$ cat src/rtl/multicycle_control.sv
// multicycle_control
//   Control unit for a multicycle RISC-V datapath. Every instruction walks
//   through IF, ID, EX, MEM and WB. LOAD and STORE hold MEM until data
//   memory reports dReady, or until WAIT_LIMIT wait cycles have passed. In
//   the timeout case the access is aborted and memErr is set.
//
//   State | meaning
//   ------+---------------------------------------------------------------
//   IF    | instruction fetch
//   ID    | decode / register read
//   EX    | ALU operation; the next edge enters MEM and clears the wait counter
//   MEM   | data access; held for LOAD/STORE until dReady or timeout
//   WB    | write-back, PC update, instret increment
//
// Ports
//   clk, rst    clock; synchronous active-high reset
//   instr       current instruction (stable while PC is unchanged)
//   Zero        ALU zero flag from the datapath
//   dReady      data memory completed the current access
//   PCSrc       1 = branch target selected (WB only)
//   ALUSrc      1 = ALU operand 2 is the immediate
//   RegWrite    register file write strobe (WB only)
//   MemToReg    1 = write-back data comes from memory
//   ALUCtrl     ALU operation code
//   loadPC      PC update strobe (WB only)
//   MemRead     data memory read strobe (MEM, LOAD)
//   MemWrite    data memory write strobe (MEM, STORE)
//   memErr      sticky: a memory access timed out
//   instret     retired instruction count (wraps)
module multicycle_control #(
    parameter int WAIT_LIMIT = 16
) (
    input  logic        clk,
    input  logic        rst,
    input  logic [31:0] instr,
    input  logic        Zero,
    input  logic        dReady,
    output logic        PCSrc,
    output logic        ALUSrc,
    output logic        RegWrite,
    output logic        MemToReg,
    output logic [3:0]  ALUCtrl,
    output logic        loadPC,
    output logic        MemRead,
    output logic        MemWrite,
    output logic        memErr,
    output logic [31:0] instret
);

    typedef enum logic [2:0] {
        S_IF  = 3'd0,
        S_ID  = 3'd1,
        S_EX  = 3'd2,
        S_MEM = 3'd3,
        S_WB  = 3'd4
    } state_t;

    localparam logic [6:0] OPC_OP     = 7'b0110011;
    localparam logic [6:0] OPC_OP_IMM = 7'b0010011;
    localparam logic [6:0] OPC_LOAD   = 7'b0000011;
    localparam logic [6:0] OPC_STORE  = 7'b0100011;
    localparam logic [6:0] OPC_BRANCH = 7'b1100011;

    localparam logic [3:0] ALU_AND = 4'b0000;
    localparam logic [3:0] ALU_OR  = 4'b0001;
    localparam logic [3:0] ALU_ADD = 4'b0010;
    localparam logic [3:0] ALU_SUB = 4'b0110;
    localparam logic [3:0] ALU_SLT = 4'b0111;
    localparam logic [3:0] ALU_SRL = 4'b1000;
    localparam logic [3:0] ALU_SLL = 4'b1001;
    localparam logic [3:0] ALU_SRA = 4'b1010;
    localparam logic [3:0] ALU_XOR = 4'b1101;

    // The counter only has to reach WAIT_LIMIT-1: the cycle that would bring
    // it to WAIT_LIMIT is the exit cycle itself.
    localparam int CW = (WAIT_LIMIT > 1) ? $clog2(WAIT_LIMIT) : 1;
    localparam logic [CW-1:0] LAST_WAIT = (WAIT_LIMIT > 0) ? CW'(WAIT_LIMIT - 1) : '0;

    state_t          state, state_next;
    logic [CW-1:0]   wait_cnt;
    logic            aborted;
    logic            mem_err_q;
    logic [31:0]     instret_q;

    logic [6:0]      opcode;
    logic [2:0]      funct3;
    logic            alt;
    logic            is_load, is_store, is_branch, writes_rd;
    logic            is_mem;
    logic            timeout;
    logic            abort_now;

    logic            unused_instr_bits;
    assign unused_instr_bits = ^{instr[31], instr[29:15], instr[11:7]};

    assign opcode = instr[6:0];
    assign funct3 = instr[14:12];
    assign alt    = instr[30];

    // Decode, valid in every state. Unknown opcodes and funct3 = 011 under
    // OP/OP_IMM fall through to the defaults: ADD, register operand, no writes.
    always_comb begin
        ALUCtrl   = ALU_ADD;
        ALUSrc    = 1'b0;
        MemToReg  = 1'b0;
        is_load   = 1'b0;
        is_store  = 1'b0;
        is_branch = 1'b0;
        writes_rd = 1'b0;
        case (opcode)
            OPC_LOAD: begin
                ALUSrc    = 1'b1;
                MemToReg  = 1'b1;
                is_load   = 1'b1;
                writes_rd = 1'b1;
            end
            OPC_STORE: begin
                ALUSrc   = 1'b1;
                is_store = 1'b1;
            end
            OPC_BRANCH: begin
                ALUCtrl   = ALU_SUB;
                is_branch = 1'b1;
            end
            OPC_OP_IMM: begin
                if (funct3 != 3'b011) begin
                    ALUSrc    = 1'b1;
                    writes_rd = 1'b1;
                    case (funct3)
                        3'b000:  ALUCtrl = ALU_ADD;
                        3'b001:  ALUCtrl = ALU_SLL;
                        3'b010:  ALUCtrl = ALU_SLT;
                        3'b100:  ALUCtrl = ALU_XOR;
                        3'b101:  ALUCtrl = alt ? ALU_SRA : ALU_SRL;
                        3'b110:  ALUCtrl = ALU_OR;
                        3'b111:  ALUCtrl = ALU_AND;
                        default: ALUCtrl = ALU_ADD;
                    endcase
                end
            end
            OPC_OP: begin
                if (funct3 != 3'b011) begin
                    writes_rd = 1'b1;
                    case (funct3)
                        3'b000:  ALUCtrl = alt ? ALU_SUB : ALU_ADD;
                        3'b001:  ALUCtrl = ALU_SLL;
                        3'b010:  ALUCtrl = ALU_SLT;
                        3'b100:  ALUCtrl = ALU_XOR;
                        3'b101:  ALUCtrl = alt ? ALU_SRA : ALU_SRL;
                        3'b110:  ALUCtrl = ALU_OR;
                        3'b111:  ALUCtrl = ALU_AND;
                        default: ALUCtrl = ALU_ADD;
                    endcase
                end
            end
            default: ;
        endcase
    end

    assign is_mem    = is_load | is_store;
    assign timeout   = (WAIT_LIMIT != 0) && (wait_cnt == LAST_WAIT);
    assign abort_now = (state == S_MEM) && is_mem && !dReady && timeout;

    always_ff @(posedge clk) begin
        if (rst) begin
            state     <= S_IF;
            wait_cnt  <= '0;
            aborted   <= 1'b0;
            mem_err_q <= 1'b0;
            instret_q <= '0;
        end else begin
            state <= state_next;
            if (state == S_EX) begin
                wait_cnt <= '0;
                aborted  <= 1'b0;
            end else if (state == S_MEM && is_mem && !dReady && !timeout) begin
                wait_cnt <= wait_cnt + 1'b1;
            end
            if (abort_now) begin
                aborted   <= 1'b1;
                mem_err_q <= 1'b1;
            end
            if (state == S_WB)
                instret_q <= instret_q + 32'd1;
        end
    end

    always_comb begin
        state_next = state;
        PCSrc      = 1'b0;
        RegWrite   = 1'b0;
        loadPC     = 1'b0;
        MemRead    = 1'b0;
        MemWrite   = 1'b0;
        case (state)
            S_IF:  state_next = S_ID;
            S_ID:  state_next = S_EX;
            S_EX:  state_next = S_MEM;
            S_MEM: begin
                MemRead  = is_load;
                MemWrite = is_store;
                if (!is_mem || dReady || timeout)
                    state_next = S_WB;
            end
            S_WB: begin
                state_next = S_IF;
                loadPC     = 1'b1;
                RegWrite   = writes_rd & ~aborted;
                PCSrc      = is_branch & Zero;
            end
            default: state_next = S_IF;
        endcase
        // Reset can land mid-instruction; no write may escape in that cycle.
        if (rst) begin
            RegWrite = 1'b0;
            loadPC   = 1'b0;
            MemRead  = 1'b0;
            MemWrite = 1'b0;
        end
    end

    assign memErr  = mem_err_q;
    assign instret = instret_q;

endmodule

$ cat config.mk
export PLATFORM = sky130hd
export DESIGN_NAME = multicycle_control
export DESIGN_NICKNAME = d
export VERILOG_FILES = /design/src/rtl/multicycle_control.sv
export SDC_FILE = /design/constraint.sdc
export NUM_CORES = 1
export LEC_CHECK = 0
export BUFFER_PORTS_ARGS = -buffer_cell sky130_fd_sc_hd__buf_4
export CORE_UTILIZATION = 35
export DETAILED_ROUTE_END_ITERATION = 6
export SYNTH_ARGS = -nofsm -noshare
export SYNTH_HDL_FRONTEND = slang
export SYNTH_SLANG_ARGS = --single-unit
$ cat constraint.sdc
create_clock -name clk -period 5.58 [get_ports clk]
set_input_delay 0.558 -clock clk [delete_from_list [all_inputs] [get_ports clk]]
set_output_delay 0.558 -clock clk [all_outputs]
set_load 0.1 [all_outputs]
==> results summary, run 1 <==
The layout overhead on the synthesized area is 26.1%. The number of unique standard cell types used by synthesis is between 40 and 50. The clock period minus final worst setup slack came out at 2.76 ns. The worst setup path is captured at an output port. The antenna violation net count after detailed routing came out at 0. The height of the die is about 80 um. At the end of the flow the core is filled with cells to 46.0%. The detail-routed via count per cell is between 5 and 6.

The timing-limited maximum frequency came out at 362 MHz. In this run the static leakage power is 1.06 nW. The H-tree level count came out at 2.

Input and output buffers added on the ports amount to 58. The largest family of logic cells by synthesized area is simple AND/OR/NAND/NOR gates. STA puts the critical path data arrival time at 2.20 ns. The number of gates resized after CTS is 0. The tree is rooted in a sky130_fd_sc_hd__clkbuf_8. The flow ran to the end, and the final reports show no timing, DRC or antenna violations.

The worst hold path depth came out at 2. The share of the clock period used by the worst path came out at 49.5%. After technology mapping, the gate count stands at 260. The number of synthesized flops with an enable pin is 0. In this run, CTS created clock tree buffers numbering 5. The clock-pin slew on the worst setup and hold paths is 0.08 ns. When the netlist entered floorplanning its net count stood at around 300.

The share of the synthesized area in compound gates (AO/OA/AOI/OAI) came out at about 12%. The simple-gate portion of the synthesized area came out at 37.7%. The most numerous cell type found on the critical path is sky130_fd_sc_hd__buf_4. The setup slack after placement came out at ~2.8 ns. The count of buffer and inverter cells on the critical path is 2. The final-report max-slew violation count came to 0. The mean routed wirelength per cell came out at 13.4 um. Yosys attributes the largest share of cell area to sky130_fd_sc_hd__dfxtp_1, sky130_fd_sc_hd__a21oi_1, sky130_fd_sc_hd__nor2_1. The floorplan step set the die width to about 81 um. The setup path with the least slack is of type in -> out. The area occupied by multi-input gates came out at 1290 um2.

The routed design has 5200 um of wire. The post-synthesis mux area share is 1.89%. Data on the critical path is required at its endpoint by 5.02 ns. Counting flops and latches in the post-synthesis netlist gives 41. The first-pass GRT wire length came out at 8600 um.

The total global-route track usage came out at 16.5%. Broken down by cell family, the worst path's largest delay share belongs to simple AND/OR/NAND/NOR gates. Setup repair after global routing left no endpoint under its margin.

The die outline area is 6570 um2. The number of DRC violations after detailed-routing iteration 0 is 127. The via count of the first global-routing pass was 1909.

The adder and majority gate portion of the synthesized area came out at 1.14%. The repair_antennas step left the layout with diodes totalling 0. The remaining max-slew budget at the tightest pin is about half. The most used flip-flop cell after synthesis is sky130_fd_sc_hd__dfxtp_1. The number of cells on the critical path is 6. The total power after layout is between 0.5 and 0.6 mW. CTS saw 41 sinks. The count of cells along the worst register-to-register path came out at 4. No sink is reached through more buffers than the 2 on the longest clock path.

Setup total negative slack on the finished layout was measured at 0 ns. The max capacitance violation total came out at 0. The via count came out at 2101.

The number of failing setup endpoints in the final timing report came out at 0. The cell area power density is about 200 nW/um2. The final net count is 350.

The initial utilization of the core area, before any placement, comes to 36.5%. The maximum single-stage delay on the critical path is 0.36 ns. Traced cell by cell, the critical path runs through buf_4 -> nand4bb_1 -> nor3_1 -> nand2b_1 -> a2111oi_1 -> buf_4. The proportion of layout cells with a drive suffix above 1 came out at 23.0%. The number of buffers inserted to repair setup after CTS is 0.

In this run the mean area of a mapped cell was 8.41 um2. The post-detailed-placement half-perimeter wirelength came out at 3690 um. The share of the synthesized area in the top cell type is 37.5%. The weighted congestion reported at the end of routability-driven placement came out at 0.759.

The worst-case vdd ir drop is approximately 0.086 mV. The filler cell count is 613. Entering global routing, the biggest net connects 48 pins. After layout, the worst setup slack is roughly 2.8 ns.

STA classifies the critical path startpoint as a primary input. The count of boundary I/O pins is 80. TritonCTS built the clock tree.

The count of endpoints failing hold in the final timing report is 0. In this run the worst hold path is classified as reg -> reg. The iteration count of the initial detailed-routing pass is 4. Yosys printed 0 warnings.

The count of hold buffers inserted by post-cts repair is 0. The measured slew at the worst slew-check pin came out at ~0.74 ns. The cell area that synthesis handed to floorplanning was 2190 um2. The cell with the biggest individual delay on the critical path is sky130_fd_sc_hd__nor3_1. The async set or reset register ratio after synthesis is 0%. The row count is 28. The residual DRC count is 0. The initial antenna violation count came out at 0. The clock skew after layout is 0.00542 ns. The sum of overflow across all layers after global routing is 0.

The clock latency on the worst-skew pair came out at 0.29 ns. The sequential share of the synthesized area came out at a little under two fifths. Along the worst path, the maximum fanout reaches 6.

The core region is 5990 um2. Across the whole layout, storage elements account for 821 um2. Of all cell types, the one taking the most synthesized area is sky130_fd_sc_hd__dfxtp_1.

After Yosys synthesis, XOR and XNOR cells account for 5.61% of the synthesized area.
-- path summary, 6_finish.rpt --
path              startpoint     endpoint  slack (ns)
setup / recovery    instr[2]     RegWrite        2.82
hold / removal        memErr       memErr        0.45
setup reg to reg  instret[9]  instret[31]        3.36
hold reg to reg       memErr       memErr        0.45
-- cell usage in the layout, fill, tap and decap left out, drive strengths merged, types with 3 or more instances in the layout --
cell type and count:
xnor2 6, or4b 3, o21ai 8, nor3b 3, mux2i 3, or4 10
nand2b 3, and2 4, dfxtp 41, clkbuf 7, inv 5, xor2 8
buf 58, and3 8, nand3 12, or3 7, nor3 7, nand3b 4
nand2 18, nor2 27, and4 7, nand4 12, a21oi 23, o31ai 10
-- logic make-up (layout without fill, tap and decap cells) --
logic type	Yosys count	in the layout
adder cells (fa/ha/maj)	2	2
flip-flops	41	41
buffers and inverters	18	71
XOR/XNOR	14	14
AND/OR/NAND/NOR	135	135
AO/OA/AOI/OAI	46	46
multiplexers	4	4
-- sequential cells by signal, indices dropped and copies added, names as in the netlist --
register	count
aborted	1
instret	32
memErr	1
state	3
wait_cnt	4
-- routing by layer --
layer | vias to the layer above | GRT usage (%) | share of wire [%]
met1 | 988 | 21.5 | 48
met4 | 0 | 4.82 | 0.60
met5 | - | 0 | 0
met2 | 29 | 27.1 | 48
li1 | 1080 | - | -
met3 | 4 | 3.82 | 3.1
-- power breakdown --
part | internal [mW] | leakage (nW) | total (mW) | switching, mW
Combinational | 0.0156 | 0.671 | 0.0379 | 0.0223
Sequential | 0.294 | 0.331 | 0.299 | 0.00507
Clock | 0.112 | 0.0542 | 0.212 | 0.0999
Total | 0.422 | 1.06 | 0.549 | 0.127
-- cell usage after synthesis (2+ instances only) --
master                       n
sky130_fd_sc_hd__a21oi_1    23
sky130_fd_sc_hd__and2_1      4
sky130_fd_sc_hd__and3_1      8
sky130_fd_sc_hd__and4_1      7
sky130_fd_sc_hd__buf_2       4
sky130_fd_sc_hd__buf_4       2
sky130_fd_sc_hd__clkbuf_1    6
sky130_fd_sc_hd__dfxtp_1    41
sky130_fd_sc_hd__ha_1        2
sky130_fd_sc_hd__inv_1       5
sky130_fd_sc_hd__mux2i_1     3
sky130_fd_sc_hd__nand2_1    18
sky130_fd_sc_hd__nand2b_1    3
sky130_fd_sc_hd__nand3_1    11
sky130_fd_sc_hd__nand3b_1    4
sky130_fd_sc_hd__nand4_1    10
sky130_fd_sc_hd__nand4_2     2
sky130_fd_sc_hd__nand4bb_1   2
sky130_fd_sc_hd__nor2_1     27
sky130_fd_sc_hd__nor2b_1     2
sky130_fd_sc_hd__nor3_1      7
sky130_fd_sc_hd__nor3b_1     2
sky130_fd_sc_hd__o21ai_0     8
sky130_fd_sc_hd__o31ai_1    10
sky130_fd_sc_hd__o41ai_1     2
sky130_fd_sc_hd__or3_1       7
sky130_fd_sc_hd__or4_1      10
sky130_fd_sc_hd__or4b_1      3
sky130_fd_sc_hd__xnor2_1     6
sky130_fd_sc_hd__xor2_1      8
-- worst min-delay path: cells and delay by family, from the launching register on --
family,cells,cell delay [ns]
flip-flops,1,0.32
buffers and inverters,1,0.05
AO/OA/AOI/OAI,1,0.05
-- area by class of cell --
class	instances	share of cell area, %
clock buffers	7	3.49
clock inverters	1	0.181
repair buffers	58	15.8
inverters	5	0.681
flip-flops and latches	41	29.8
multi-input cells	201	46.7
well taps	75	3.40
-- through the flow --
stage | cell area, um2 | hold WS [ns] | instances
6_report | 2760 | 0.449 | 388
3_5_place_dp | 2660 | 0.439 | 380
3_3_place_gp | 2660 | 0.434 | 380
5_1_grt | 2760 | 0.466 | 388
2_1_floorplan | 2190 | 0.442 | 260
4_1_cts | 2760 | 0.450 | 388
Power figures use the tool's default switching activity.
==> inputs of run 2 (changes only) <==
ABC_AREA = 1   (was not set)
clock period = 2.7 ns   (was 5.58 ns; I/O delays follow)
==> run 2 against run 1 <==
Global-route usage rose by 0.59 points. Clock skew increased by 0.0080 ns. Flip-flop and latch count is the same. Cell area grew 9.4%. Register-to-register slack got worse by 2.2 ns. First-iteration DRC count shrank 20%. Final cell count grew 27%. Hold slack lost 0.13 ns. Power grew 100%. Critical path depth grew 3. Clock power increased by 100%.
==> results summary, run 2 <==
The run finished with clean final reports. The path with the worst hold slack has its endpoint at instret[20]. Global routing consumed, over all layers together, 17.1% of the routing resources. The worst setup path is captured at an output port. In this run the most critical hold path is launched from rst. The count of hold buffers inserted by post-cts repair is 0.

The number of gates resized after CTS came out at 0. The minimum hold slack is 0.317 ns. Summed over all nets, wire length on met2 after detailed routing comes to 2840 um. TritonCTS built the clock tree. The clock latency on the worst-skew pair came out at around 0.3 ns. The type of the worst setup path is in -> out.

The detail-routed via count per cell came out at 4.77. The clock network is responsible for a little under two fifths of the overall power. The worst-case vdd ir drop came out at roughly 0.23 mV. The placed cell area came out at 2930 um2. The post-detailed-placement half-perimeter wirelength came out at 4520 um. The worst endpoint data arrival time is 1.49 ns. Entering global routing, the biggest net connects 25 pins. The detailed router finished its first iteration with 101 violations. After global routing the overflow that remains totals 0.

The remaining max-slew budget at the tightest pin came out at 60.1%. In this run the tool buffered the top-level ports with 58 buffer cells. The synthesized design spends more area on one cell type than any other, namely sky130_fd_sc_hd__dfxtp_1. The final net count came out at 455. The number of clock buffers inserted by TritonCTS came out at 5. The final-report max-slew violation count was 0. The cell area power density came out at 370 nW/um2.

The minimum setup slack among reg-to-reg paths came out at 1.12 ns. The number of unique standard cell types used by synthesis came out at 36. The clock net sink count is 41. The startpoint identified for the worst register-to-register timing path is instret[0]. The die is 84.7 um wide. The data required time at the worst endpoint came out at about 2.4 ns.

The effective utilization at floorplan is 36.9%. Setup repair after global routing left no endpoint under its margin. The total area inside the core boundary comes to 6490 um2.

The total routed wirelength came out at 5760 um. The netlist area before placement came out at 2390 um2. The commonest non-fill, non-tap cell in the layout is sky130_fd_sc_hd__nand2_1. The initial antenna violation count is 0.

At the pin with the least slew margin, the transition time is 0.594 ns. The worst hold-check path type is in -> reg. The clock-pin slew on the worst setup and hold paths is 0.09 ns. In this run the critical register-to-register path is captured at instret[24]. The share of the clock period used by the worst path came out at 65.3%. The area taken by flip-flops and latches is 821 um2.

Counting along the longest clock path gives a buffer depth of 2. Counting the fill cells in the layout gives between 600 and 700. The layout overhead on the synthesized area came out at 26.0%. The area occupied by multi-input gates came out at 1330 um2. The synthesized netlist net count came out at 393.

The worst setup path is launched from a primary input. From bottom edge to top edge, the die measures 84.7 um. Net switching is 24.8% of the power. The maximum fanout encountered on the critical timing path is 6. The number of diodes came out at 0.

The clock skew after layout came out at between 0.01 and 0.015 ns. Counting flops with an async set or reset pin after synthesis yields a share of 0%. The wire length on met1 came out at about 2700 um.

Max-cap violations in this run came to 0. The post-layout instance area is 3020 um2. The count of boundary I/O pins is 80. For the final routed database, the setup TNS stands at 0 ns. The number of failing setup endpoints in the final timing report came out at 0. The H-tree level count is 2. The proportion of layout cells with a drive suffix above 1 is 23.5%. In the layout the commonest cells are sky130_fd_sc_hd__nand2_1, sky130_fd_sc_hd__inv_1, sky130_fd_sc_hd__buf_4, sky130_fd_sc_hd__nor2_1, sky130_fd_sc_hd__dfxtp_1. The floorplan has 29 rows. For this run, the leading register cell type out of synthesis is sky130_fd_sc_hd__dfxtp_1. CTS placed an instance of sky130_fd_sc_hd__clkbuf_8 at the clock tree root. The average cell area after synthesis is 6.75 um2. During synthesis, Yosys emitted a total of 0 warnings. After synthesis the netlist holds a flip-flop and latch count of 41. Routability-driven placement finished with a final weighted congestion of between 0.7 and 0.8. Measured in cells, the most critical reg-to-reg path has a length of 10.

The design internal power came out at 0.839 mW. In this run the top signal layer used is met4. The first-pass GRT wire length came out at just under 10000 um.

The leakage power came out at 1.33 nW. The net switching power of the design came out at 0.277 mW. The mean routed wirelength per cell came out at 11.7 um. After synthesis, the cell types taking the most area are sky130_fd_sc_hd__dfxtp_1, sky130_fd_sc_hd__nand2_1, sky130_fd_sc_hd__inv_1. The power share of the combinational group is 7.2%. Sequential cells account for 54.8% of the total power.

By count the netlist is led by sky130_fd_sc_hd__nand2_1, sky130_fd_sc_hd__inv_1, sky130_fd_sc_hd__nor2_1. The routed design uses 189 um of met3 wire. The flip-flop count of the largest register, all copies and words added is 32. The residual DRC count came out at 0. The count of endpoints failing hold in the final timing report is 0.

The die outline area is 7180 um2. The worst hold path was traced through 2 stages. The number of synthesized flops with an enable pin came out at 0.

The sequential share of the synthesized area is about 34%. The via count came out at 2357. sky130_fd_sc_hd__nand2_1 is the most common cell in the netlist.

Before antenna repair, the detailed router went through 6 iterations. The timing-limited maximum frequency is 568 MHz. The via count of the first global-routing pass is 2302. The antenna violation net count after detailed routing came out at 0.

The synthesized netlist cell count is 355. Post-CTS timing repair inserted 0 buffers for setup. The share of the synthesized area in the top cell type is around a third.

The clock period minus final worst setup slack is 1.76 ns. The total power after layout is 1.12 mW.
-- run 2: cells by family after synthesis --
kind of cell    Yosys count  synth area share [%]
xor+xnor                  9                  3.29
flops                    41                  34.3
buf+inv                  66                  10.6
simple gates            199                  41.7
fa+ha+maj                 2                  1.04
compound gates           38                  9.09
-- run 2: how the worst max path moves through the flow --
stage / start / slack [ns] / cells past startpoint / endpoint
global route: instr[2] / 0.84 / 9 / ALUSrc
global placement: instr[2] / 1.0 / 9 / ALUSrc
CTS: state[0] / 0.93 / 6 / RegWrite
floorplan: state[0] / 0.03 / 5 / RegWrite
detailed placement: instr[2] / 0.94 / 9 / ALUSrc
finish: instr[2] / 0.94 / 9 / ALUSrc
-- run 2: through the flow --
stage	worst slack, ns	util (%)	std cells
after global placement	0.998	45.1	487
after global routing	0.837	46.4	494
after CTS	0.927	46.4	494
final	0.938	46.4	494
after detailed placement	0.938	45.1	487
after floorplan	0.0324	-	355
-- run 2: power groups by stage --
stage                     Clock [mW]  Combinational, mW  Sequential, mW
after global routing           0.466             0.0899           0.612
after detailed placement           0             0.0810           0.626
after floorplan                    0             0.0454           0.629
after CTS                      0.438             0.0813           0.612
final                          0.424             0.0804           0.611
after global placement             0             0.0796           0.626
-- run 2: final cells by class --
type	count	area share [%]
multi-input combinational	248	44.2
clock inverter	1	0.249
sequential	41	27.2
inverter	63	8.00
clock buffer	6	2.74
timing repair buffer	58	14.4
tap	77	3.19
-- run 2: worst max-delay path, stage by stage --
cell                       delay [ns]
sky130_fd_sc_hd__buf_4           0.11
sky130_fd_sc_hd__inv_1           0.04
sky130_fd_sc_hd__nand2_1         0.07
sky130_fd_sc_hd__nor2_4          0.15
sky130_fd_sc_hd__nand3_1         0.13
sky130_fd_sc_hd__inv_1           0.10
sky130_fd_sc_hd__o31ai_1         0.14
sky130_fd_sc_hd__o21bai_1        0.17
sky130_fd_sc_hd__buf_4           0.31
-- run 2: per-layer routing --
metal  up-vias  global-route usage [%]
li1       1245                       -
met1      1073                    19.8
met2        30                    31.1
met3         9                    3.44
met4         0                    6.01
met5         -                       0
==> inputs of run 3 (changes only) <==
clock period = 1.5 ns   (was 2.7 ns; I/O delays follow)
==> run 3 against run 2 <==
The flow now finishes with violations (DRC). Routed wire length grew 5.0%. Clock skew down 0.0045 ns. Non-clock buffer count rose by 15. Global-route usage up 0.92 points. Combinational power rose by 130%. Power rose by 77%. Clock power rose by 72%. Via count grew 3.1%.
==> results summary, run 3 (synthesis gave the netlist of run 2 again) <==
The flow ran to the end, but the final reports show violations. The checks that failed: DRC. The first-pass GRT wire length came out at 10400 um. The number of diodes is 0. In this run the worst setup path begins at state[1]. The detail-routed via count per cell came out at 4.76. The buffer cell driving the clock tree root is sky130_fd_sc_hd__clkbuf_8.

The number of clock buffers inserted by TritonCTS is 5. The clock-pin slew on the worst setup and hold paths is 0.08 ns. The count of endpoints failing hold in the final timing report came out at 0.

Once detail routing completed, the nets flagged for antenna violations numbered 0. The clock period could shrink to ~1.5 ns. The via count came out at roughly 2400. The commonest non-fill, non-tap cell in the layout is sky130_fd_sc_hd__buf_4. The max capacitance violation total came out at 0. The row count came out at 29. The proportion of layout cells with a drive suffix above 1 is 39.5%.

The worst setup path is launched from a flop. The analysis attributes to cell leakage a power of 1.47 nW. The timing-limited maximum frequency is 671 MHz. The maximum buffer depth of the clock tree is 2.

The worst register-to-register path begins at state[1]. By instance count, the cell type seen most on the critical path is sky130_fd_sc_hd__nor2_4. For this run, the slowest stage of the critical path takes 0.35 ns.

The mean routed wirelength per cell came out at 11.9 um. The post-detailed-placement half-perimeter wirelength is 4690 um. The worst hold path depth is 2. The number of failing setup endpoints in the final timing report came out at 0. The clock latency on the worst-skew pair came out at 0.30 ns.

The critical path in this run is classified as reg -> out. The clock skew after layout came out at 0.00888 ns. The worst endpoint data arrival time is 1.34 ns. The final critical path takes up 99.4% of the cycle. STA classifies the critical path endpoint as an output port. Setup slack on the worst reg-to-reg path comes out at 0.08 ns. The register with the most flip-flops in the layout has 32 of them. The number of cells on the critical path is 6. The count of boundary I/O pins came out at 80.

The count of cells along the worst register-to-register path came out at 8. Setup total negative slack on the finished layout was measured at 0 ns. The worst register-to-register path ends at instret[17]. The final net count is 470. The final-report max-slew violation count came out at 0. TritonCTS built the clock tree. The tightest min-delay check is of the in -> reg type. The total global-route track usage came out at 18.0%. The largest net degree at the start of global routing came out at 21. In this run the number of H-tree levels came out at 2. In the layout the commonest cells are sky130_fd_sc_hd__buf_4, sky130_fd_sc_hd__nand2_1, sky130_fd_sc_hd__inv_1, sky130_fd_sc_hd__nor2_1, sky130_fd_sc_hd__dfxtp_4. The first routing iteration left 99 violations.

The layout overhead on the synthesized area came out at 44.3%. The die outline area came out at ~7200 um2. The remaining max-slew budget at the tightest pin is 60.8%. Prior to clock tree synthesis, the placed netlist has a worst setup slack of -0.0527 ns. The width of the die came out at 84.7 um. The weighted congestion reported at the end of routability-driven placement came out at 0.834. The via count of the first global-routing pass is 2331. Traced cell by cell, the critical path runs through nor2_4 -> nand2_4 -> nor2_4 -> nand2_2 -> a21oi_4 -> buf_12.

The iteration count of the initial detailed-routing pass came out at 6. The count of buffers inserted at the top-level ports is 58. The most critical setup path has its endpoint at RegWrite. The top cell family by delay on the critical path is simple AND/OR/NAND/NOR gates. The total routed wirelength came out at 6050 um. At the pin with the least slew margin, the transition time is roughly 0.59 ns. The data required time at the worst endpoint came out at 1.35 ns.

The slowest stage of the critical path is the sky130_fd_sc_hd__dfxtp_2 cell. Setup repair after global routing could not meet its margin everywhere. After floorplanning, the core was sized to cover 6490 um2. The tree built by TritonCTS fans out to 41 sinks. The maximum fanout encountered on the critical timing path is 3. In the routed design, unresolved DRC markers number 6. The floorplan step set the die height to 84.7 um.

The effective utilization at floorplan is 36.9%. The worst-case vdd ir drop is 0.393 mV. Together, buffers and inverters on the worst path number 1.

The cell area power density is 570 nW/um2. The sum of overflow across all layers after global routing is 0. The initial antenna violation count came out at 0. The setup slack after layout came out at 0.00969 ns.
-- run 3: worst min-delay path by stage --
stage	from	end
final	rst	state[1]
after floorplan	rst	state[2]
after CTS	rst	state[1]
after global routing	rst	state[1]
after global placement	rst	state[1]
after detailed placement	rst	state[1]
-- run 3: repair_timing --
action / in CTS / in global routing
setup endpoints to repair: 5 / 18
setup buffers: 1 / 5
pin swaps: 2 / 8
hold buffers: 0 / 0
resized for setup: 23 / 9
-- run 3: worst reg2reg max path, cell delays in order (launching register included) --
cell and delay (ns):
sky130_fd_sc_hd__dfxtp_2 0.35, sky130_fd_sc_hd__nor2_4 0.12, sky130_fd_sc_hd__nand2_4 0.09, sky130_fd_sc_hd__buf_4 0.16, sky130_fd_sc_hd__nor2_4 0.12, sky130_fd_sc_hd__nand3_4 0.13
sky130_fd_sc_hd__nor2_4 0.15, sky130_fd_sc_hd__a21oi_1 0.07, sky130_fd_sc_hd__and2_1 0.13
-- run 3: power breakdown --
part           switching (mW)  total (mW)  internal, mW
clock network           0.409       0.731         0.322
logic                   0.114       0.184        0.0697
registers             0.00950        1.06          1.05
-- run 3: stage by stage --
stage / power, mW / area (um2) / hold slack, ns / std cells / utilization [%]
floorplan: 1.18 / 2620 / 0.312 / 355 / -
global placement: 1.25 / 3210 / 0.370 / 496 / 49.4
detailed placement: 1.26 / 3210 / 0.369 / 496 / 49.4
CTS: 1.99 / 3390 / 0.0457 / 505 / 52.1
global route: 2.07 / 3460 / 0.0537 / 510 / 53.2
finish: 1.97 / 3460 / 0.0492 / 510 / 53.2
-- run 3: cell type report --
class	instances	area, um2
clock buffers	5	68.8
clock inverters	3	17.5
fillers	653	3040
inverters	63	262
multi-input cells	248	1470
flip-flops and latches	41	931
well taps	77	96.3
repair buffers	73	614
-- run 3: metal layers --
| layer | GRT usage, % | share of wire (%) | up-vias |
|---|---|---|---|
| li1 | - | - | 1282 |
| met1 | 22.6 | 49 | 1089 |
| met2 | 31.3 | 46 | 53 |
| met3 | 3.44 | 3.9 | 5 |
| met4 | 5.55 | 1.0 | 0 |
| met5 | 0 | 0 | - |
